**src/rtl/fifo_stream_out.sv**
```systemverilog
// Prefetching read-side adapter: pulls words from a 1-cycle-latency FIFO into a
// 3-entry skid buffer and presents them as a valid/ready stream with a delivery count.
module fifo_stream_out #(
    parameter int DATA_WIDTH = 128,
    parameter int CNT_WIDTH  = 16
) (
    input  logic                  clk,
    input  logic                  srst,
    input  logic                  fifo_mty,
    output logic                  fifo_rd,
    input  logic [DATA_WIDTH-1:0] fifo_q,
    output logic [DATA_WIDTH-1:0] m_data,
    output logic                  m_valid,
    input  logic                  m_ready,
    output logic [CNT_WIDTH-1:0]  word_cnt
);

    localparam int DEPTH = 3;

    logic [1:0]            occ_q, occ_d;
    logic                  inflight_q, inflight_d;
    logic                  valid_q, valid_d;
    logic [CNT_WIDTH-1:0]  cnt_q, cnt_d;
    logic [DATA_WIDTH-1:0] buf_q [DEPTH];
    logic [DATA_WIDTH-1:0] buf_d [DEPTH];

    logic       push;
    logic       pop;
    logic [1:0] wr_idx;
    logic [2:0] committed;

    // Slots already owned: buffered words plus the one whose data lands this cycle.
    // Only registered state feeds this, so m_ready never reaches fifo_rd.
    assign committed = {1'b0, occ_q} + {2'b00, inflight_q};
    assign fifo_rd   = !fifo_mty && !srst && (committed < 3'd3);

    assign push = inflight_q;
    assign pop  = valid_q && m_ready;

    always_comb begin
        // NOTE: every always_comb target gets a default first so no path can infer a latch.
        buf_d      = buf_q;
        occ_d      = occ_q + {1'b0, push} - {1'b0, pop};
        inflight_d = fifo_rd;
        valid_d    = (occ_d != 2'd0);
        cnt_d      = cnt_q + {{(CNT_WIDTH-1){1'b0}}, pop};
        wr_idx     = occ_q - {1'b0, pop};

        // Head lives in entry 0; a pop shifts everything down one slot.
        if (pop) begin
            buf_d[0] = buf_q[1];
            buf_d[1] = buf_q[2];
        end
        if (push) begin
            buf_d[wr_idx] = fifo_q;
        end
    end

    always_ff @(posedge clk) begin
        // NOTE: sequential state uses non-blocking assignments so all flops update together.
        if (srst) begin
            occ_q      <= 2'd0;
            inflight_q <= 1'b0;
            valid_q    <= 1'b0;
            cnt_q      <= '0;
        end else begin
            occ_q      <= occ_d;
            inflight_q <= inflight_d;
            valid_q    <= valid_d;
            cnt_q      <= cnt_d;
        end
    end

    // NOTE: the data storage is deliberately not reset; occupancy alone decides validity.
    always_ff @(posedge clk) begin
        for (int i = 0; i < DEPTH; i++) begin
            buf_q[i] <= buf_d[i];
        end
    end

    assign m_data   = buf_q[0];
    assign m_valid  = valid_q;
    assign word_cnt = cnt_q;

endmodule

```
**config.mk**
```make
export PLATFORM = sky130hd
export DESIGN_NAME = fifo_stream_out
export DESIGN_NICKNAME = d
export VERILOG_FILES = /design/src/rtl/fifo_stream_out.sv
export SDC_FILE = /design/constraint.sdc
export NUM_CORES = 1
export LEC_CHECK = 0
export CAP_MARGIN = 30
export CORE_MARGIN = 4
export CORE_UTILIZATION = 35
export DETAILED_ROUTE_END_ITERATION = 16
export PLACE_DENSITY = 0.68
export SETUP_SLACK_MARGIN = 0.5
export SLEW_MARGIN = 15
export SYNTH_ARGS = -nofsm -noshare
export SYNTH_HDL_FRONTEND = slang
export SYNTH_SLANG_ARGS = --single-unit
```
**constraint.sdc**
```tcl
create_clock -name clk -period 3.9 [get_ports clk]
set_input_delay 0.975 -clock clk [delete_from_list [all_inputs] [get_ports clk]]
set_output_delay 0.975 -clock clk [all_outputs]
set_load 0.01 [all_outputs]
```
==> impl_metrics.yaml, run 1 <==
placement:
  io_buffer_count: 277
  dp_hpwl_mm: 22.85
  dp_slack_ns: 0.4579
  gp_congestion: 0.7895
floorplanning:
  initial_core_util: 0.3535
  rows: 79
  die_w_um: 224.8
  die_area_um2: 50550
  core_um2: 46560
  die_y_um: 224.8
  ios: 278
global_routing:
  grt_max_degree: 109
  antenna_found_initial: 2
  grt_pass1_wl_mm: 58.33
  gr-total-overflow: 0
  grt_pass1_vias: 11540
  grtUsageTotal: 0.1393
worst_setup_path:
  end_kind: "primary output"
  crit_chain: "ha_1, ha_1, a2111oi_0, dlygate4sd2_1"
  start_kind: "flip-flop"
  crit_type: "flip-flop to primary output"
  path_common_cell: "ha_1"
  worstPathMaxFanout: 6
  max_stage_delay_ns: 0.37
  arrival_ns: 2.12
  required_ns: 2.92
  worst_path_max_delay_cell: "a2111oi_0"
power_and_ir_drop:
  internal_power_w: 0.01110
  p_comb_frac: 0.328
  pwr-share-seq: 0.416
  power_w: 0.01589
  clockPowerShare: 0.255
  max-vdd-ir-drop_uv: 511.8
  power_density_nw_per_um2: 782.7
  p_leak_nw: 8.250
  netSwitchingPower_w: 0.004789
  p_sw_frac: 0.3014
yosys:
  netlist_area_um2: 16460
  syn_nets: 1878
  ys_top_cells_by_area: "dfxtp_1 (34%), edfxtp_1 (23%), nand2_1 (15%)"
  synth_seq_cells: 404
  syn_area_per_cell_um2: 9.447
  yosys.area.top_type_share: 0.3357
  synth_cell_types: 36
  synth_top_area_cell: "dfxtp_1"
  synthCells: 1742
  yosysSeqAreaShare: 0.5693
  yosys_warnings: 0
run:
  drv_cap: 0
timing:
  period_minus_slack_ns: 3.093
  fin_ws_ns: 0.8075
  max_freq_mhz: 323.4
  finalHoldViolations: 0
  relSlewSlack: 0.6045
  fin_crit_sh: 0.7930
  rsz0062_at_grt: "no"
  maxSlewViolCount: 0
  tns_ns: 0
  setup_viol: 0
  fin_skew_ns: 0.01681
  worstMarginPinSlew_ns: 0.5783
routing:
  drc: 0
  wirelength_mm: 36.81
  vias: 11770
  routed_via_density: 4.720
  drt_iter0_drc: 773
  ant_nets: 0
  routedWlPerCell_um: 14.76
  drtPass1Iterations: 4
clocking:
  cts_buffers: 43
  clkSlewWorstSetupHoldPaths_ns: 0.06
  cts.sinks: 404
  cts_tree: "built"
  htreeDepth: 2
  cts_hold_buf: 0
  clock_latency_ns: 0.55
  cts-root-buf: "clkbuf_16"
  clock_path_buffers: 3
cells_and_area:
  final_util: 0.4361
  drive_above_1_share: 0.1168
  nFillCells: 4390
  area_delta_synth_final_pct: 23.36
  num-nets-final: 1988
run_status:
  outcome: "finished clean"
hold_path:
  min_path_type: "flip-flop to flip-flop"
-- stage by stage --
| stage | hold WS, ns | instance area [µm²] | std cells |
|---|---|---|---|
| 2_1_floorplan | 0.4489 | 16460 | 1742 |
| 3_3_place_gp | 0.4519 | 18880 | 2414 |
| 3_5_place_dp | 0.4616 | 18880 | 2414 |
| 4_1_cts | 0.4691 | 20300 | 2491 |
| 5_1_grt | 0.4752 | 20300 | 2493 |
| 6_report | 0.4617 | 20300 | 2493 |
-- timing repair --
item | in CTS | in global routing
endpoints found under the setup margin | 1 | 0
setup buffers | 0 | 0
resized for setup | 2 | 0
-- synthesized netlist by cell type --
| cell type | count |
|---|---|
| inv_1 | 4 |
| buf_2 | 28 |
| a31oi_1 | 128 |
| nor4_1 | 3 |
| nand2b_1 | 1 |
| nor3_1 | 3 |
| nor2b_1 | 2 |
| o211a_1 | 1 |
| xor2_1 | 3 |
| o21ai_1 | 1 |
| and3_1 | 2 |
| nand3_1 | 4 |
| a2111oi_0 | 2 |
| buf_4 | 140 |
| o211ai_1 | 1 |
| nor2_1 | 142 |
| or3_4 | 1 |
| nand4_1 | 4 |
| and2_1 | 1 |
| o21bai_1 | 1 |
| or4_1 | 1 |
| a31o_2 | 2 |
| o31ai_1 | 1 |
| nand3_2 | 1 |
| nor4_2 | 1 |
| xnor2_1 | 10 |
| edfxtp_1 | 128 |
| mux2_2 | 128 |
| o21ai_0 | 2 |
| dfxtp_1 | 276 |
| nand2_1 | 647 |
| ha_1 | 4 |
| a21oi_1 | 6 |
| or3_2 | 2 |
| buf_1 | 9 |
| clkbuf_1 | 52 |
-- worst max-delay path: cells and delay by family (launching register included) --
family / cells / cell delay (ns)
adders and majority gates: 2 / 0.51
DFF: 1 / 0.36
buffers and inverters: 1 / 0.32
AOI/OAI and AO/OA: 1 / 0.37
-- final timing paths --
kind                                 start      endpoint  slack (ns)  cells after the start
worst max register to register     m_valid  word_cnt[14]        1.55                      7
worst min-delay path            buf_q[149]    m_data[21]        0.46                      2
worst max-delay path              occ_q[0]       fifo_rd        0.81                      4
worst min register to register  buf_q[149]    m_data[21]        0.46                      2
-- cells in the final DEF, fill, tap and decap left out, types with 11 or more instances in the layout --
cell type,synthesis,routed
clkdlybuf4s50_1,0,276
clkbuf_1,52,11
nor2_1,142,142
nand2_1,647,646
dfxtp_1,276,275
edfxtp_1,128,128
buf_12,0,12
clkbuf_16,0,45
a31oi_1,128,128
mux2_2,128,128
-- cells by family (layout without fill, tap and decap cells) --
logic type / after synthesis / after routing / synth area share
mux: 128 / 128 / 0.08758
simple gates: 815 / 815 / 0.1905
xor+xnor: 13 / 13 / 0.006919
other cells: 0 / 2 / 0
flops: 404 / 404 / 0.5693
buf+inv: 233 / 375 / 0.08720
compound gates: 145 / 145 / 0.05550
fa+ha+maj: 4 / 4 / 0.003041
-- area by class of cell --
class,instances,area (µm²),area share
clock buffer,64,1277,0.06292
multi-input combinational,1105,5682,0.2799
tap,607,759.5,0.03741
inverter,4,15.01,0.0007396
sequential,404,9370,0.4615
antenna,2,5.005,0.0002465
timing repair buffer,294,3049,0.1502
clock inverter,13,143.9,0.007087
-- per-layer routing --
metal,global-route usage,share of wire
met5,0,0
met2,0.2398,0.49
met4,0.05435,0.031
met3,0.03602,0.059
met1,0.1674,0.42
-- power by group through the flow --
| stage | registers (W) | clock network, W | logic [W] |
|---|---|---|---|
| 3_5_place_dp | 0.00670 | 0 | 0.00527 |
| 2_1_floorplan | 0.00647 | 0 | 0.00402 |
| 3_3_place_gp | 0.00665 | 0 | 0.00510 |
| 4_1_cts | 0.00663 | 0.00420 | 0.00530 |
| 6_report | 0.00661 | 0.00406 | 0.00522 |
| 5_1_grt | 0.00679 | 0.00435 | 0.00579 |
(Power assumes the default switching activity.)
==> inputs of run 2 (changes only) <==
- clock period: 3.9 -> 2.7 ns (I/O delays scaled with it)
==> run 2 against run 1 <==
Net effect: clock power is 47% higher; critical endpoint unchanged; worst setup slack got worse by 0.49 ns; global-route usage rose by 0.81 points; utilization up 1.9 points; clock skew fell by 0.0017 ns; worst hold slack gained 0.0028 ns; sequential power increased by 45%; clock-buffer cell count decreased by 4; largest cell class unchanged; largest power group unchanged; critical path type unchanged; die area did not move; final area rose by 4.2%; highest routed layer unchanged; critical path depth did not move.
==> impl_metrics.yaml, run 2 (synthesis results as in run 1) <==
run_status:
  outcome: "finished clean"
power_and_ir_drop:
  max-vdd-ir-drop_uv: 591.2
  power_density_nw_per_um2: 1109
  power_w: 0.02346
  p_leak_nw: 8.929
cells_and_area:
  drive_above_1_share: 0.1612
  regArea_um2: 9385
  stdcell_count: 2562
  finish.instance_area_um2: 21160
  mostFrequentLayoutCell: "nand2_1"
  num-nets-final: 2054
  mostFrequentLayoutCells: "nand2_1 (645), dfxtp_1 (263), clkdlybuf4s50_1 (235)"
  nFillCells: 4342
  multi_input_comb_area_um2: 5754
  area_delta_synth_final_pct: 28.60
placement:
  io_buffer_count: 277
  gp_congestion: 0.7519
  dp_hpwl_mm: 25.50
  dp.cells: 2468
  place_area_um2: 19480
clocking:
  cts_buffers: 44
  htreeDepth: 2
  cts-root-buf: "clkbuf_16"
  clock_path_buffers: 3
  cts_hold_buf: 0
  clkSlewWorstSetupHoldPaths_ns: 0.07
  clock_latency_ns: 0.55
  cts_tree: "built"
  cts.sinks: 404
timing:
  hold_ws_ns: 0.4645
  setup_viol: 0
  fin_crit_sh: 0.8825
  max_freq_mhz: 419.7
  relSlewSlack: 0.5421
  period_minus_slack_ns: 2.383
  maxSlewViolCount: 0
  tns_ns: 0
  rsz0062_at_grt: "yes"
  finalHoldViolations: 0
  fin_skew_ns: 0.01511
  worstMarginPinSlew_ns: 0.6869
worst_setup_path:
  required_ns: 2.03
  start_kind: "flip-flop"
  crit_type: "flip-flop to primary output"
  path_common_cell: "ha_4"
  worst-r2r-cell-count: 7
  crit_chain: "ha_4, ha_4, a2111oi_4, buf_2"
  max_stage_delay_ns: 0.34
  arrival_ns: 1.71
  end_kind: "primary output"
  worstPathMaxFanout: 2
  worst_path_max_delay_cell: "dfxtp_2"
run:
  drv_cap: 0
floorplanning:
  rows: 79
  ios: 278
  die_w_um: 224.8
  core_um2: 46560
  die_y_um: 224.8
  die_area_um2: 50550
  initial_core_util: 0.3535
global_routing:
  grt_max_degree: 135
  grtUsageTotal: 0.1474
  antenna_found_initial: 1
  grt_pass1_wl_mm: 61.85
  gr-total-overflow: 0
  grt_pass1_vias: 12060
routing:
  routedWlPerCell_um: 15.28
  vias: 12130
  wirelength_mm: 39.16
  drc: 0
  drtPass1Iterations: 7
  ant_nets: 0
  routed_via_density: 4.733
  drt_iter0_drc: 621
hold_path:
  min_path_type: "flip-flop to flip-flop"
  whs_path_depth: 2
==> run 2: cell count changes in the layout (fill, tap and decap cells not counted), sizes merged, moves of 4 or more <==
| cell | before | now |
|---|---|---|
| dlygate4sd2 | 1 | 24 |
| buf | 17 | 81 |
| clkdlybuf4s50 | 276 | 235 |
| dlymetal6s2s | 0 | 17 |
| clkinv | 10 | 15 |
| inv | 4 | 8 |
==> run 2: what timing repair did <==
| action | in CTS | in global routing |
|---|---|---|
| endpoints found under the setup margin | 27 | 110 |
| buffers inserted | 0 | 7 |
| pin swaps | 3 | 3 |
| gates cloned | 0 | 4 |
| gates resized for setup | 45 | 29 |
==> run 2: worst max-delay path: cells and delay by family (launching register included) <==
kind | cells | cell delay, ns
AO/OA/AOI/OAI | 1 | 0.26
flip-flops | 1 | 0.34
adder cells (fa/ha/maj) | 2 | 0.38
buffers and inverters | 1 | 0.18
==> run 2: report_power, final <==
group	internal [W]	leakage, nW	switching [W]
clock network	0.00353	0.724	0.00244
logic	0.00428	4.73	0.00365
registers	0.00846	3.48	0.00109
==> run 2: stage by stage <==
stage / setup slack (ns) / utilization
final: 0.3174 / 0.4546
after detailed placement: -0.07362 / 0.4185
after floorplan: 0.4219 / -
after global routing: 0.2321 / 0.4546
after CTS: 0.2296 / 0.4501
after global placement: -0.1917 / 0.4185
==> run 2: per-layer routing <==
layer / GRT usage / vias to the layer above / wire, µm
met5: 0 / - / 0
met4: 0.05889 / 0 / 1161
met3: 0.02989 / 69 / 1893
met2: 0.2539 / 263 / 19250
met1: 0.1816 / 5789 / 16850
li1: - / 6005 / -
==> run 2: area by class of cell <==
type                            count  share of cell area
Multi-Input combinational cell   1105              0.2719
Sequential cell                   404              0.4435
Antenna cell                        1           0.0001182
Inverter                            4           0.0007094
Clock buffer                       60             0.05876
Timing Repair Buffer              359              0.1797
Clock inverter                     22            0.009459
Tap cell                          607             0.03589
==> run 2: path summary, 6_finish.rpt <==
check,slack (ns),from,to
worst min register to register,0.46,buf_q[248],m_data[120]
worst max register to register,0.79,m_valid,word_cnt[14]
worst max-delay path,0.32,occ_q[0],fifo_rd
worst min-delay path,0.46,buf_q[248],m_data[120]
==> inputs of run 3 (changes only) <==
- CORE_UTILIZATION: 35 -> 40
- PLACE_DENSITY: 0.68 -> 0.74
==> run 3 against run 2 <==
Net effect: final area fell by 2.3%; first-iteration DRC count rose by 10%; sequential cell count did not move; worst setup slack got worse by 0.054 ns; non-clock buffer count fell by 41; maximum frequency fell by 2.2%; die area fell by 12%; utilization rose by 5.3 points; clock-buffer cell count fell by 5; critical endpoint unchanged.
==> impl_metrics.yaml, run 3 (synthesis results as in run 1) <==
run_status:
  outcome: "finished clean"
power_and_ir_drop:
  p_leak_nw: 8.725
  max-vdd-ir-drop_uv: 648.5
  p_comb_frac: 0.324
  p_sw_frac: 0.3019
  power_density_nw_per_um2: 1133
  clockPowerShare: 0.267
  internal_power_w: 0.01635
  pwr-share-seq: 0.409
  netSwitchingPower_w: 0.007072
placement:
  io_buffer_count: 277
  place_area_um2: 19030
  gp_congestion: 0.7946
  dp_slack_ns: -0.1102
  dp_hpwl_mm: 23.57
cells_and_area:
  regArea_um2: 9385
  num-nets-final: 2012
  mostFrequentLayoutCell: "nand2_1"
  multi_input_comb_area_um2: 5754
  final_util: 0.5076
  nFillCells: 3627
  drive_above_1_share: 0.1444
  mostFrequentLayoutCells: "nand2_1 (645), dfxtp_1 (265), clkdlybuf4s50_1 (232)"
  n_antenna_cell: 0
  area_delta_synth_final_pct: 25.65
  finish.instance_area_um2: 20680
worst_setup_path:
  crit_buf_inv: 1
  path_common_cell: "ha_4"
  worst_path_max_delay_cell: "dfxtp_2"
  arrival_ns: 1.76
  setup.worst_path.start: "inflight_q"
  crit_chain: "ha_4, ha_4, a2111oi_4, buf_2"
  worstPathMaxFanout: 2
  crit_type: "flip-flop to primary output"
  max_stage_delay_ns: 0.33
  required_ns: 2.03
  start_kind: "flip-flop"
  r2r-start: "m_valid"
  end_kind: "primary output"
  cpLargestDelayFamily: "adder cells"
timing:
  max_freq_mhz: 410.3
  relSlewSlack: 0.5414
  hold_ws_ns: 0.4625
  maxSlewViolCount: 0
  period_minus_slack_ns: 2.437
  worstMarginPinSlew_ns: 0.6879
  tns_ns: 0
  rsz0062_at_grt: "yes"
  finalHoldViolations: 0
  setup_viol: 0
  fin_ws_ns: 0.2629
  fin_crit_sh: 0.9026
  fin_skew_ns: 0.01349
clocking:
  clkSlewWorstSetupHoldPaths_ns: 0.06
  cts-root-buf: "clkbuf_16"
  htreeDepth: 2
  cts_tree: "built"
  clock_latency_ns: 0.55
  cts.sinks: 404
  clock_path_buffers: 3
  cts_buffers: 43
floorplanning:
  rows: 74
  core_um2: 40740
  initial_core_util: 0.4040
  die_w_um: 210.8
  die_y_um: 210.8
  die_area_um2: 44450
  ios: 278
routing:
  ant_nets: 0
  routedWlPerCell_um: 15.23
  drtPass1Iterations: 5
  vias: 11900
  drc: 0
  wirelength_mm: 37.22
  routed_via_density: 4.870
  drt_iter0_drc: 684
global_routing:
  grt_pass1_wl_mm: 58.51
  grt_pass1_vias: 11370
  grt_max_degree: 154
  antenna_found_initial: 1
  grtUsageTotal: 0.1596
  gr-total-overflow: 0
run:
  drv_cap: 0
hold_path:
  min_path_type: "flip-flop to flip-flop"
  hp-start: "buf_q[229]"
run 3: changes by cell type in the layout (fill, tap and decap cells not counted), moves of 2 or more:
cell,previous run,this run
buf_4,47,23
buf_12,28,14
clkbuf_1,10,4
clkinv_2,13,8
bufinv_16,3,7
clkbuf_16,48,44
clkbuf_8,4,8
clkdlybuf4s50_1,235,232
clkinvlp_4,0,3
dfxtp_2,13,10
buf_2,3,1
dfxtp_1,263,265
dlymetal6s2s_1,17,19
run 3: layer usage:
metal,part of all wire,vias to the layer above,track usage
met3,0.057,69,0.03342
met4,0.026,2,0.05880
li1,-,5933,-
met2,0.49,309,0.2717
met5,0.00038,-,0
met1,0.42,5584,0.2014
run 3: final timing paths:
check / cells after the start / slack (ns) / to
max: 4 / 0.26 / fifo_rd
min: 2 / 0.46 / m_data[101]
max reg2reg: 7 / 0.78 / word_cnt[14]
min reg2reg: 2 / 0.46 / m_data[101]
run 3: repair_timing:
item | CTS | global route
setup endpoints to repair | 28 | 37
pin swaps | 4 | 0
gates resized for setup | 48 | 22
hold buffers | 0 | 0
cloned | 0 | 1
buffers inserted | 1 | 0
run 3: power groups by stage:
stage | clock, W | combinational, W | sequential (W)
after global placement | 0 | 0.00744 | 0.00961
after CTS | 0.00645 | 0.00770 | 0.00960
final | 0.00625 | 0.00760 | 0.00958
after global routing | 0.00670 | 0.00841 | 0.00982
after floorplan | 0 | 0.00582 | 0.00934
after detailed placement | 0 | 0.00769 | 0.00968
run 3: layout make-up:
| cell class | count | area share |
|---|---|---|
| well taps | 532 | 0.03219 |
| flip-flops and latches | 404 | 0.4539 |
| multi-input cells | 1105 | 0.2783 |
| clock buffers | 55 | 0.05809 |
| clock inverters | 25 | 0.01591 |
| repair buffers | 318 | 0.1609 |
| inverters | 4 | 0.0007261 |
run 3: worst reg2reg max path: cells and delay by family (launching register included):
| kind | cells | cell delay (ns) |
|---|---|---|
| AO/OA/AOI/OAI | 1 | 0.16 |
| adder cells (fa/ha/maj) | 1 | 0.13 |
| buffers and inverters | 1 | 0.08 |
| AND/OR/NAND/NOR | 4 | 1.07 |
| flip-flops | 1 | 0.41 |
run 3: stage by stage:
step | cells | power [W]
after floorplan | 1742 | 0.01517
after global placement | 2361 | 0.01704
after detailed placement | 2361 | 0.01737
after CTS | 2442 | 0.02375
after global routing | 2443 | 0.02493
final | 2443 | 0.02343
